[src/rtl/fetch_unit.sv]
// SAP-1 fetch datapath: program counter, memory address register, instruction
// register and ALU flags, driven by the controller's control-word bits.
module fetch_unit #(
  parameter int ADDR_W = 4,
  parameter int DATA_W = 8,
  parameter int OP_W   = 4
) (
  input  logic              clk,
  input  logic              rst_n,
  input  logic [DATA_W-1:0] bus_in,
  input  logic              co,
  input  logic              ci,
  input  logic              jmp,
  input  logic              jc,
  input  logic              jz,
  input  logic              mi,
  input  logic              ii,
  input  logic              io,
  input  logic              fi,
  input  logic              hlt,
  input  logic              alu_carry,
  input  logic              alu_zero,
  output logic [DATA_W-1:0] bus_out,
  output logic              bus_oe,
  output logic [ADDR_W-1:0] mem_addr,
  output logic [ADDR_W-1:0] pc,
  output logic [OP_W-1:0]   opcode,
  output logic              flag_c,
  output logic              flag_z,
  output logic              bus_conflict
);

  localparam int PAD_W = DATA_W - ADDR_W;

  logic [ADDR_W-1:0] pc_q;
  logic [ADDR_W-1:0] mar_q;
  logic [DATA_W-1:0] ir_q;
  logic              flag_c_q;
  logic              flag_z_q;
  logic              conflict_q;
  logic              take;

  // Jump decision uses the registered flags, so a same-edge fi cannot steer it.
  assign take = jmp | (jc & flag_c_q) | (jz & flag_z_q);

  // co has priority when both drivers are requested.
  always_comb begin
    bus_out = '0;
    if (co) begin
      bus_out = {{PAD_W{1'b0}}, pc_q};
    end else if (io) begin
      bus_out = {{PAD_W{1'b0}}, ir_q[ADDR_W-1:0]};
    end
  end

  assign bus_oe = co | io;

  // NOTE: sequential state uses non-blocking assignments so every register
  // samples pre-edge values; the whole register set, flags included, is
  // cleared by the asynchronous reset.
  always_ff @(posedge clk or negedge rst_n) begin
    if (!rst_n) begin
      pc_q       <= '0;
      mar_q      <= '0;
      ir_q       <= '0;
      flag_c_q   <= 1'b0;
      flag_z_q   <= 1'b0;
      conflict_q <= 1'b0;
    end else if (!hlt) begin
      if (take) begin
        pc_q <= bus_in[ADDR_W-1:0];
      end else if (ci) begin
        pc_q <= pc_q + ADDR_W'(1);
      end

      if (mi) begin
        mar_q <= bus_in[ADDR_W-1:0];
      end

      if (ii) begin
        ir_q <= bus_in;
      end

      if (fi) begin
        flag_c_q <= alu_carry;
        flag_z_q <= alu_zero;
      end

      if (co && io) begin
        conflict_q <= 1'b1;
      end
    end
  end

  assign mem_addr     = mar_q;
  assign pc           = pc_q;
  assign opcode       = ir_q[DATA_W-1 -: OP_W];
  assign flag_c       = flag_c_q;
  assign flag_z       = flag_z_q;
  assign bus_conflict = conflict_q;

endmodule

[config.mk]
export PLATFORM = sky130hd
export DESIGN_NAME = fetch_unit
export DESIGN_NICKNAME = d
export VERILOG_FILES = /design/src/rtl/fetch_unit.sv
export SDC_FILE = /design/constraint.sdc
export NUM_CORES = 1
export LEC_CHECK = 0
export BUFFER_PORTS_ARGS = -buffer_cell sky130_fd_sc_hd__buf_2
export CORE_MARGIN = 4
export CORE_UTILIZATION = 40
export DETAILED_ROUTE_END_ITERATION = 8
export PLACE_DENSITY = 0.73
export SYNTH_ARGS = -nofsm -noshare
export SYNTH_HDL_FRONTEND = slang
export SYNTH_SLANG_ARGS = --single-unit
[constraint.sdc]
create_clock -name clk -period 2.2 [get_ports clk]
set_input_delay 0.44 -clock clk [delete_from_list [all_inputs] [get_ports clk]]
set_output_delay 0.44 -clock clk [all_outputs]
set_load 0.02 [all_outputs]
==> summary.md <==
| Metric | Value |
|---|---|
| Crit-path slowest cell | `dfrtp_1` |
| DRC Markers | `0` |
| Pwr dens | `738 nW/um^2` |
| Ant diodes | `0` |
| Crit-path max FO | `5` |
| Worst Reg-to-Reg Cells | `3` |
| Unrepaired setup endpoints after global routing | `no` |
| Final setup vio count | `0` |
| Met1 Track Usage GR | `0.164` |
| CP Capture Type | `primary output` |
| Area Growth Syn to Fin | `21.1%` |
| Critical Path Max Stage Delay | `440 ps` |
| Tcrit/Tclk final | `0.713` |
| Critical Path RT | `1760 ps` |
| H-tree depth | `1` |
| Netlist cell types | `22` |
| Die width | `57.3 um` |
| Synthesized area | `972 um^2` |
| Worst r2r dst | `pc[2]` |
| Final Hold Fails | `0` |
| Final min period | `1570 ps` |
| First-pass GRT wire length | `3.54 mm` |
| Cell family with the largest share of critical-path delay | `flip-flops` |
| Post-CTS resize count | `0` |
| Via Count | `805` |
| Drt pass-1 iters | `4` |
| Post-route core utilization | `0.522` |
| Via density per instance | `5.00` |
| Clock Skew | `0.222 ps` |
| Layout cells sized above 1 | `0.436` |
| Worst-case clock buffer depth | `2` |
| WL/cell | `12.6 um` |
| Status | `finished, final reports clean` |
| PnR Total Power | `0.869 mW` |
| Die Y-Extent | `57.3 um` |
| LEAKAGE | `0.597 nW` |
| Post-synth top area share | `0.489` |
| Top post-synthesis cells by area | `dfrtp_1 49%, nand2_1 12%, mux2_2 10%` |
| HPWL after DPL | `1.67 mm` |
| Gate count after technology mapping | `96` |
| Setup tns final | `0 ps` |
| Final #Nets | `157` |
| All-layer global routing usage | `0.137` |
| Sequential-to-total area share from yosys stat | `0.489` |
| Std-Cell Rows | `17` |
| Fmax | `638 MHz` |
| Detailed Route WL | `2.03 mm` |
| IO Port Bufs | `41` |
| Largest net degree at the start of global routing | `20` |
| Clock latency on the worst-skew pair | `280 ps` |
| Synth Register Bits | `19` |
| M3 GR Usage | `0.0226` |
| CTS Buf Count | `3` |
| Vias in the first global route | `817` |
| Max Cap Viol | `0` |
| CTS Hold Buffers Added | `0` |
| Kind of critical path | `flop to primary output` |
| DR iter-0 viols | `34` |
| Core area | `2250 um^2` |
| CTS tree | `yes` |
| Die area | `3280 um^2` |
| Synth area leader | `dfrtp_1` |
| Fin. max-slew vios | `0` |
| Cell Chain, Critical Path | `a22o_1 > buf_2` |
| Clock Pin Slew Worst Setup and Hold Paths | `100 ps` |
| Startpoint types | `flop` |
| Hold WC Path Type | `input port to async pin` |
| Multi-input gate area | `432 um^2` |
| Crit path buf inv count | `1` |
| Critical Path AT | `1130 ps` |
| Remaining Overflow, GRT | `0` |
| Initial antenna violation count | `0` |
| Maximum VDD drop | `0.518 mV` |
| Routability congestion estimate from global placement | `0.780` |
| Met2 Usage GRT | `0.246` |
| Most Used Layer, Global Route | `met2` |
| Io pins | `46` |
| Fill count | `219` |
| YS warnings | `0` |
| R2R Path Start | `flag_c` |
| Post-CTS Repair Setup Buffers | `0` |
| Mean Syn Cell Area | `10.1 um^2` |
| Register Area | `475 um^2` |
| TritonCTS Sinks | `19` |
| CTS root buf | `clkbuf_4` |
| Reg2Reg Setup Slack | `650 ps` |
| Initial Utilization | `0.431` |
| Final ANT Viol Nets | `0` |
## synth_stat cells, drive strengths merged
cell type / n
conb: 1
o21bai: 1
nor4b: 1
nand3: 1
nand2: 30
a21oi: 2
mux2: 9
a221oi: 1
a311o: 1
o22a: 3
nor2b: 3
o21ai: 2
nand4: 1
a22o: 3
nand2b: 4
ha: 1
buf: 9
clkbuf: 2
dfrtp: 19
or2: 1
inv: 1
## cell type report
cell class | instances | area share
clock buffer | 4 | 0.0223
inverter | 1 | 0.00319
multi-input combinational | 68 | 0.367
sequential | 19 | 0.404
tap | 28 | 0.0298
timing repair buffer | 41 | 0.174
## layout by cell type, fill, tap and decap left out, drive strengths merged
master	count
nand3	1
or2	1
mux2	9
inv	1
dfrtp	19
a221oi	1
o21ai	2
nand2	30
nor4b	1
clkbuf	4
conb	4
a22o	3
a21oi	2
ha	1
buf	41
o21bai	1
o22a	3
nand4	1
nand2b	4
nor2b	3
a311o	1
## power breakdown
part | total, mW | switching (mW) | internal, mW
Combinational | 0.264 | 0.153 | 0.111
Clock | 0.167 | 0.0964 | 0.0704
Sequential | 0.438 | 0.0411 | 0.397
## state kept, by name, summed over array words and instances (netlist names)
name	flops
ir_q	8
mem_addr	4
pc	4
bus_conflict	1
flag_c	1
flag_z	1
## per-layer routing
| metal | wire (um) | up-vias | part of all wire |
|---|---|---|---|
| li1 | - | 386 | - |
| met1 | 861 | 384 | 0.42 |
| met2 | 1010 | 33 | 0.50 |
| met3 | 140 | 2 | 0.069 |
| met4 | 17 | 0 | 0.0084 |
| met5 | 0 | - | 0 |
## worst max path at each step
stage           start          to  slack, ps  depth (start not counted)
2_1_floorplan  flag_c       pc[2]        650                          3
3_3_place_gp       jc       pc[2]        540                          4
3_5_place_dp       jc       pc[2]        520                          4
4_1_cts         pc[1]  bus_out[1]        620                          2
5_1_grt        flag_c       pc[2]        550                          3
6_report        pc[1]  bus_out[1]        630                          2
## per-stage QoR
| step | std cells | setup WS [ps] | area (um^2) | hold WS [ps] |
|---|---|---|---|---|
| after floorplan | 99 | 655 | 983 | 144 |
| after global placement | 157 | 542 | 1150 | 395 |
| after detailed placement | 157 | 520 | 1150 | 394 |
| after CTS | 161 | 619 | 1180 | 68.8 |
| after global routing | 161 | 547 | 1180 | 72.0 |
| final | 161 | 632 | 1180 | 62.9 |
## worst reg2reg max path, cell delays in order, from the launching register on
cell      delay [ps]
dfrtp_1          430
a221oi_4         440
mux2_2           380
o22a_2           200
## logic make-up after synthesis
| kind of cell | Yosys count | synth area share |
|---|---|---|
| and+or+nand+nor | 41 | 0.188 |
| DFF | 19 | 0.489 |
| AOI/OAI and AO/OA | 13 | 0.124 |
| buffers and inverters | 12 | 0.0785 |
| muxes | 9 | 0.104 |
| adders and majority gates | 1 | 0.0129 |
| other | 1 | 0.00386 |
Note: power is estimated with default switching activity, not from simulation.
